--- src/rtl/ddr2_pkg.sv ---
// ddr2_pkg: shared command encodings, scheduler states and alignment helper
// for the DDR2 MCB port scheduler.
package ddr2_pkg;

    localparam logic [2:0] CMD_WR = 3'b000;
    localparam logic [2:0] CMD_RD = 3'b001;

    typedef enum logic [1:0] {
        S_IDLE  = 2'd0,
        S_ISSUE = 2'd1,
        S_GAP   = 2'd2
    } sched_state_e;

    // Number of low byte-address bits that must be zero for a burst.
    function automatic int align_bits(input int burst_len);
        return $clog2(4 * burst_len);
    endfunction

endpackage

--- src/rtl/ddr2_rd_credit.sv ---
// ddr2_rd_credit: outstanding read-burst counter with sticky underflow flag.
// Simultaneous issue and drain leave the count unchanged.
module ddr2_rd_credit (
    input  logic       clk,
    input  logic       reset_n,
    input  logic       inc_i,
    input  logic       dec_i,
    output logic [3:0] cnt_o,
    output logic       err_underflow_o
);

    logic [3:0] cnt_q, cnt_d;
    logic       err_q, err_d;

    always_comb begin
        cnt_d = cnt_q;
        err_d = err_q;
        if (inc_i && !dec_i) begin
            cnt_d = cnt_q + 4'd1;
        end else if (dec_i && !inc_i) begin
            if (cnt_q == 4'd0) begin
                err_d = 1'b1;
            end else begin
                cnt_d = cnt_q - 4'd1;
            end
        end
    end

    always_ff @(posedge clk or negedge reset_n) begin
        if (!reset_n) begin
            cnt_q <= 4'd0;
            err_q <= 1'b0;
        end else begin
            cnt_q <= cnt_d;
            err_q <= err_d;
        end
    end

    assign cnt_o           = cnt_q;
    assign err_underflow_o = err_q;

endmodule

--- src/rtl/ddr2_port_sched.sv ---
// ddr2_port_sched: round-robin write/read command scheduler for one MCB port.
// Define DDR2_SCHED_STARVE_EN to bound consecutive urgent write wins.
module ddr2_port_sched
    import ddr2_pkg::*;
#(
    parameter int BURST_LEN    = 16,
    parameter int MAX_RD_OUT   = 4,
    parameter int STARVE_LIMIT = 8
) (
    input  logic        clk,
    input  logic        reset_n,
    input  logic        calib_done,
    input  logic        wr_req,
    input  logic [29:0] wr_addr,
    input  logic        wr_urgent,
    output logic        wr_ack,
    input  logic        rd_req,
    input  logic [29:0] rd_addr,
    output logic        rd_ack,
    input  logic        rd_burst_done,
    input  logic        p0_cmd_full,
    output logic        p0_cmd_en,
    output logic [2:0]  p0_cmd_instr,
    output logic [29:0] p0_cmd_byte_addr,
    output logic [5:0]  p0_cmd_bl_o,
    output logic [3:0]  rd_outstanding,
    output logic        err_misalign,
    output logic        err_underflow
);

    localparam int         AB     = align_bits(BURST_LEN);
    localparam logic [3:0] MAX_RD = 4'(MAX_RD_OUT);

    sched_state_e state_q, state_d;
    logic [29:0]  addr_q, addr_d;
    logic [2:0]   instr_q, instr_d;
    logic         win_rd_q, win_rd_d;
    logic         last_wr_q, last_wr_d;
    logic         err_mis_q, err_mis_d;

    logic wr_el, rd_el, arb_ok, grant, pick_rd;
    logic starved, misalign, rd_inc;

    assign wr_el    = wr_req;
    assign rd_el    = rd_req && (rd_outstanding < MAX_RD);
    assign arb_ok   = (state_q == S_IDLE) && calib_done && !p0_cmd_full;
    assign grant    = arb_ok && (wr_el || rd_el);
    assign misalign = |addr_q[AB-1:0];

    // Under contention: starvation guard, then urgency, then alternate.
    always_comb begin
        pick_rd = rd_el;
        if (wr_el && rd_el) begin
            pick_rd = starved || (!wr_urgent && last_wr_q);
        end
    end

`ifdef DDR2_SCHED_STARVE_EN
    localparam int SW = $clog2(STARVE_LIMIT + 1);

    logic [SW-1:0] starve_q, starve_d;

    assign starved = (starve_q == SW'(STARVE_LIMIT));

    always_comb begin
        starve_d = starve_q;
        if (grant) begin
            if (pick_rd) begin
                starve_d = '0;
            end else if (rd_el && wr_urgent) begin
                starve_d = starve_q + 1'b1;
            end
        end
    end

    always_ff @(posedge clk or negedge reset_n) begin
        if (!reset_n) begin
            starve_q <= '0;
        end else begin
            starve_q <= starve_d;
        end
    end
`else
    assign starved = 1'b0;
`endif

    always_comb begin
        state_d   = state_q;
        addr_d    = addr_q;
        instr_d   = instr_q;
        win_rd_d  = win_rd_q;
        last_wr_d = last_wr_q;
        err_mis_d = err_mis_q;
        p0_cmd_en = 1'b0;
        wr_ack    = 1'b0;
        rd_ack    = 1'b0;
        rd_inc    = 1'b0;
        unique case (state_q)
            S_IDLE: begin
                if (grant) begin
                    state_d   = S_ISSUE;
                    win_rd_d  = pick_rd;
                    last_wr_d = !pick_rd;
                    addr_d    = pick_rd ? rd_addr : wr_addr;
                    instr_d   = pick_rd ? CMD_RD : CMD_WR;
                end
            end
            S_ISSUE: begin
                // A misaligned burst is acked but never reaches the MCB.
                p0_cmd_en = !misalign;
                wr_ack    = !win_rd_q;
                rd_ack    = win_rd_q;
                rd_inc    = win_rd_q && !misalign;
                if (misalign) begin
                    err_mis_d = 1'b1;
                end
                state_d = S_GAP;
            end
            S_GAP: begin
                state_d = S_IDLE;
            end
            default: begin
                state_d = S_IDLE;
            end
        endcase
    end

    always_ff @(posedge clk or negedge reset_n) begin
        if (!reset_n) begin
            state_q   <= S_IDLE;
            addr_q    <= '0;
            instr_q   <= '0;
            win_rd_q  <= 1'b0;
            last_wr_q <= 1'b0;
            err_mis_q <= 1'b0;
        end else begin
            state_q   <= state_d;
            addr_q    <= addr_d;
            instr_q   <= instr_d;
            win_rd_q  <= win_rd_d;
            last_wr_q <= last_wr_d;
            err_mis_q <= err_mis_d;
        end
    end

    ddr2_rd_credit u_credit (
        .clk             (clk),
        .reset_n         (reset_n),
        .inc_i           (rd_inc),
        .dec_i           (rd_burst_done),
        .cnt_o           (rd_outstanding),
        .err_underflow_o (err_underflow)
    );

    assign p0_cmd_instr     = instr_q;
    assign p0_cmd_byte_addr = addr_q;
    assign p0_cmd_bl_o      = 6'(BURST_LEN - 1);
    assign err_misalign     = err_mis_q;

endmodule

--- config.mk ---
export PLATFORM = sky130hd
export DESIGN_NAME = ddr2_port_sched
export DESIGN_NICKNAME = d
export VERILOG_FILES = /design/src/rtl/ddr2_pkg.sv /design/src/rtl/ddr2_rd_credit.sv /design/src/rtl/ddr2_port_sched.sv
export SDC_FILE = /design/constraint.sdc
export NUM_CORES = 1
export LEC_CHECK = 0
export ABC_AREA = 0
export CAP_MARGIN = 10
export CORE_UTILIZATION = 34
export DETAILED_ROUTE_END_ITERATION = 16
export GPL_TIMING_DRIVEN = 1
export PLACE_DENSITY = 0.76
export SLEW_MARGIN = 5
export SYNTH_ARGS = -nofsm -noshare
export SYNTH_HDL_FRONTEND = slang
export SYNTH_SLANG_ARGS = --single-unit
--- constraint.sdc ---
create_clock -name clk -period 1.9 [get_ports clk]
set_clock_uncertainty 0.05 [all_clocks]
set_input_delay 0.57 -clock clk [delete_from_list [all_inputs] [get_ports clk]]
set_output_delay 0.57 -clock clk [all_outputs]
set_load 0.05 [all_outputs]
==> flow_summary.ini, run 1 <==
[grt]
grt_pass1_vias = 1995
grt_pass1_wl_mm = 9.11
grt_use_total_pct = 19.2
grt_max_degree = 31
overflow = 0
antenna_found_initial = 0

[cells_and_area]
final_common_cell = clkdlybuf4s50_1
fillers = 456
multi_input_area_sq_um = 985
layout_common_cells = clkdlybuf4s50_1, buf_4, dfrtp_1
final_util_pct = 67.2
nNetsFinal = 411
final_layout_size_suffix_gt1_share_pct = 35.7
area_delta_synth_final_pct = 88.3
antenna_cells = 0
regArea_sq_mm = 0.00101

[routing]
post-route-drc-count = 0
first_pass_iters = 4
num_vias = 1980
antenna_left = 0
vias_per_cell = 4.82
drtIter0Drc = 32
routedWlPerCell_um = 14.1
routed_wl_mm = 5.79

[sta]
period_share_pct = 113
final_max_slew_viol_count = 0
hold_viol = 0
fmax_ghz = 0.464
post-route-min-period_ns = 2.15
rsz0062_at_grt = yes
layout_setup_ws_ns = -0.255
setup_viol = 5

[placement]
gp_congestion = 0.747
portBuffers = 107
place_ws_ns = -0.390
place_hpwl_mm = 4.22

[worst_setup_path]
start_kind = register
cp.arrival_ns = 2.27
end_kind = register
critical_path_required_ns = 2.01
crit_type = register to register
worstPathMaxFanout = 4

[yosys]
synth_top_area_share_pct = 50.3
synth_top_area_cell = dfrtp_1
yosysSeqAreaShare_pct = 50.3
netlist_top_cells_area = dfrtp_1, a22oi_1, o21ai_1
yosysWarnings = 0
ys_types = 31
avgSynthCellArea_sq_um = 9.85
syn-cell-area_sq_mm = 0.00199
synth_seq_cells = 40
syn_inst = 202

[cts]
htree_levels = 2
clkTransAtPathRegs_ns = 0.07
ctsLongestPathBuffers = 2
clock_latency_ns = 0.28
root_buffer = clkbuf_8
cts_tree = built
cts_num_sinks = 40
cts_inserted_buffers = 5

[floorplan]
io_pins = 116
core_area_sq_mm = 0.00557
dieArea_sq_mm = 0.00616
die_h_um = 78.5
start_util_pct = 35.7
num_rows = 27
die_w_um = 78.5

[run_status]
violations = setup timing
status = finished, violations left

[power_and_ir_drop]
leakagePower_uw = 0.00170
powerDensity_mw_per_mm2 = 1400
irDropWorstVdd_uv = 793

[job]
drv_cap = 0

[min_path]
hold_class = primary input to async pin
timing repair:
| action | in CTS | in global routing |
|---|---|---|
| setup endpoints to repair | 5 | 33 |
| gates cloned | 0 | 3 |
| resized for setup | 5 | 17 |
| hold buffers | 0 | 0 |
| endpoints found under the hold margin | 0 | 0 |
| setup buffers | 1 | 7 |
| pin swaps | 5 | 10 |
power breakdown:
| group | switching [uW] | internal [uW] | leakage (uW) |
|---|---|---|---|
| Clock | 278 | 463 | 0.0000645 |
| Sequential | 270 | 1160 | 0.000489 |
| Combinational | 1770 | 1310 | 0.00115 |
| Total | 2320 | 2930 | 0.00170 |
critical path, stage by stage (launching register included):
cell and delay (ns):
dfrtp_2 0.42, nor4_4 0.31, nand3_2 0.14, inv_2 0.10
ha_4 0.15, inv_6 0.05, ha_4 0.26, a21oi_4 0.15
and3_4 0.21, o21ai_2 0.06, xnor2_1 0.13
cell families (layout without fill, tap and decap cells):
group                    Yosys count  in the layout  share of synthesized area (%)
flip-flops                        40             40                           50.3
AO/OA/AOI/OAI                     72             72                           23.5
multiplexers                       1              1                          0.754
other                              2              8                          0.377
buffers and inverters             28            159                           8.87
XOR/XNOR                           2              2                          0.881
AND/OR/NAND/NOR                   52             52                           11.8
adder cells (fa/ha/maj)            5              5                           3.52
cell usage after synthesis:
| cell type | n |
|---|---|
| mux2_4 | 1 |
| a22oi_1 | 30 |
| dfrtp_1 | 40 |
| clkbuf_1 | 3 |
| and2_1 | 1 |
| or4_1 | 1 |
| nor2_1 | 4 |
| inv_1 | 5 |
| buf_2 | 3 |
| buf_4 | 12 |
| nor3b_2 | 1 |
| ha_1 | 4 |
| nand2_1 | 37 |
| xnor2_1 | 2 |
| nor4_1 | 1 |
| a21boi_2 | 1 |
| o21ai_1 | 34 |
| nand2b_1 | 2 |
| or4b_4 | 1 |
| a31oi_1 | 1 |
| o21bai_4 | 1 |
| conb_1 | 2 |
| a21o_1 | 2 |
| inv_2 | 2 |
| and3_1 | 1 |
| buf_6 | 3 |
| o21ba_1 | 1 |
| fa_1 | 1 |
| nand3_1 | 2 |
| a21oi_1 | 2 |
| or2_1 | 1 |
final timing paths:
check                           slack, ns                startpoint                  endpoint  depth (start not counted)
worst min-delay path                 0.16                   reset_n      p0_cmd_byte_addr[15]                          1
max in group asynchronous            1.16                   reset_n       p0_cmd_byte_addr[2]                          2
min in group clk                     0.42  u_credit.err_underflow_o  u_credit.err_underflow_o                          1
worst min register to register       0.42  u_credit.err_underflow_o  u_credit.err_underflow_o                          1
worst max-delay path                -0.25       p0_cmd_byte_addr[4]         u_credit.cnt_o[3]                         10
worst max register to register      -0.25       p0_cmd_byte_addr[4]         u_credit.cnt_o[3]                         10
state kept, by name (all words and copies together) (netlist names):
register,flops
last_wr_q,1
err_misalign,1
u_credit.cnt_o,4
u_credit.err_underflow_o,1
win_rd_q,1
p0_cmd_byte_addr,30
state_q,2
per-stage QoR:
| stage | cells | TNS, ns | total power, uW | area [sq um] | hold slack (ns) |
|---|---|---|---|---|---|
| final | 411 | -0.716 | 5250 | 3750 | 0.164 |
| after global placement | 393 | -9.33 | 4290 | 3410 | 0.403 |
| after floorplan | 208 | -0.254 | 3100 | 2090 | 0.224 |
| after CTS | 402 | -0.681 | 5150 | 3560 | 0.171 |
| after detailed placement | 393 | -9.84 | 4360 | 3410 | 0.408 |
| after global routing | 411 | -2.34 | 5520 | 3750 | 0.187 |
layout make-up:
type	count	area share, %
multi-input cells	140	26.3
repair buffers	144	40.2
inverters	7	0.835
well taps	72	2.40
clock inverters	1	0.802
clock buffers	7	2.57
flip-flops and latches	40	26.9
layer usage:
layer  vias up  part of all wire, %  track usage, %
li1        962                    -               -
met1       931                   38            21.2
met2        79                   55            36.1
met3         8                  6.6            4.88
met4         0                  1.1            5.00
met5         -                    0               0
Note: power is estimated with default switching activity, not from simulation.
==> run 2: changes to the inputs <==
- CORE_UTILIZATION: 34 -> 35
- CTS_BUF_LIST: not set -> sky130_fd_sc_hd__clkbuf_4
- PLACE_DENSITY: 0.76 -> 0.78
==> flow_summary.ini, run 2 (same netlist as run 1, synthesis figures left out) <==
[sta]
fmax_ghz = 0.467
layout_setup_ws_ns = -0.242
final_max_slew_viol_count = 0
post-route-min-period_ns = 2.14
hold_viol = 0
rsz0062_at_grt = yes
period_share_pct = 113
setup_viol = 5
whs_ns = 0.428

[cells_and_area]
final_cells = 409
fillers = 438
final_util_pct = 65.4
final_area_sq_mm = 0.00360
area_delta_synth_final_pct = 81.0
antenna_cells = 0
final_common_cell = clkdlybuf4s50_1
final_layout_size_suffix_gt1_share_pct = 34.1
largest_reg_flops = 30
nNetsFinal = 409
layout_common_cells = clkdlybuf4s50_1, buf_4, nand2_1, dfrtp_1, o21ai_1

[worst_setup_path]
path_cells = nor4_4, nand2_2, nor2_4, buf_12
setup.worst_path.end = p0_cmd_en
path_depth = 4
critical_path_required_ns = 1.28
cp_slowest_stage_delay_ns = 0.44
start_kind = register
r2r_slack_ns = -0.22
cp.arrival_ns = 1.52
startpoint = p0_cmd_byte_addr[4]
crit_slowest_cell = dfrtp_2
reg2reg_depth = 10
worst-path-buf-inv = 1
r2r-end = u_credit.cnt_o[3]
critPathTopFamily = simple AND/OR/NAND/NOR gates
end_kind = primary output
worstPathMaxFanout = 2
crit_type = register to primary output
r2r-start = p0_cmd_byte_addr[4]

[placement]
portBuffers = 107
place_ws_ns = -0.362
placed_cells = 395
gp_congestion = 0.741
place_hpwl_mm = 4.29
placed_area_sq_mm = 0.00339

[run_status]
violations = setup timing
status = finished, violations left

[cts]
clock_latency_ns = 0.34
htree_levels = 2
ctsLongestPathBuffers = 2
cts_num_sinks = 40
cts_tree = built
root_buffer = clkbuf_4
cts_inserted_buffers = 5
clkTransAtPathRegs_ns = 0.11

[floorplan]
io_pins = 116
core_area_sq_mm = 0.00551
num_rows = 27
dieArea_sq_mm = 0.00599
die_h_um = 77.4
die_w_um = 77.4
start_util_pct = 36.1

[power_and_ir_drop]
irDropWorstVdd_uv = 786
leakagePower_uw = 0.00162
powerDensity_mw_per_mm2 = 1390

[routing]
drtIter0Drc = 71
routed_wl_mm = 5.48
antenna_left = 0
routedWlPerCell_um = 13.4
vias_per_cell = 4.73
num_vias = 1935
first_pass_iters = 4
post-route-drc-count = 0

[job]
drv_cap = 0

[min_path]
hold_class = register to register
hold_path_startpoint = u_credit.err_underflow_o

[grt]
grt_pass1_wl_mm = 8.96
antenna_found_initial = 0
grt_use_total_pct = 19.5
grt_pass1_vias = 1944
grt_max_degree = 31
overflow = 0
## run 2: what timing repair did
item,in CTS,in global routing
setup buffers,3,3
setup endpoints to repair,6,6
hold endpoints to repair,6,0
cloned,0,0
hold buffers,1,0
pin swaps,7,11
resized for setup,7,13
## run 2: power by group
part           internal, uW  switching (uW)  leakage, uW
combinational          1280            1750      0.00109
sequential             1150             265     0.000489
clock                   290             270    0.0000456
total                  2730            2280      0.00162
## run 2: worst min-delay path by stage
| stage | end | slack [ns] | cells past startpoint |
|---|---|---|---|
| after CTS | u_credit.err_underflow_o | 0.43 | 1 |
| final | u_credit.err_underflow_o | 0.43 | 1 |
| after detailed placement | u_credit.cnt_o[1] | 0.37 | 1 |
| after global routing | u_credit.err_underflow_o | 0.44 | 1 |
| after floorplan | err_misalign | 0.22 | 0 |
| after global placement | u_credit.cnt_o[1] | 0.37 | 1 |
## run 2: metal layers
metal	track usage, %	part of all wire, %	vias up
met1	21.6	38	893
met4	6.98	1.5	0
met2	36.4	54	72
met5	0	0	-
li1	-	-	963
met3	4.24	5.7	7
## run 2: cell type report
| type | instances | area (sq um) | area share, % |
|---|---|---|---|
| tap | 72 | 90.1 | 2.50 |
| clock buffer | 6 | 45.0 | 1.25 |
| clock inverter | 2 | 35.0 | 0.973 |
| timing repair buffer | 142 | 1430 | 39.7 |
| sequential | 40 | 1010 | 27.9 |
| inverter | 7 | 31.3 | 0.869 |
| multi-input combinational | 140 | 965 | 26.8 |
## run 2: metrics by stage
| step | total power (uW) | setup TNS [ns] |
|---|---|---|
| after floorplan | 3100 | -0.254 |
| after global placement | 4270 | -10.11 |
| after CTS | 4940 | -0.782 |
| final | 5010 | -0.786 |
| after global routing | 5290 | -1.34 |
| after detailed placement | 4350 | -10.83 |
## run 2: worst register-to-register path, delay by kind of cell (launching register included)
family,cells,cell delay (ns)
AOI/OAI and AO/OA,2,0.19
DFF,1,0.44
and+or+nand+nor,3,0.68
buffers and inverters,2,0.13
adders and majority gates,2,0.40
xor gates and xnor gates,1,0.12
==> run 3: changes to the inputs <==
- GPL_TIMING_DRIVEN: 1 -> not set
==> results of run 3 <==
Final layout, timing and power as in run 2 (identical DEF).
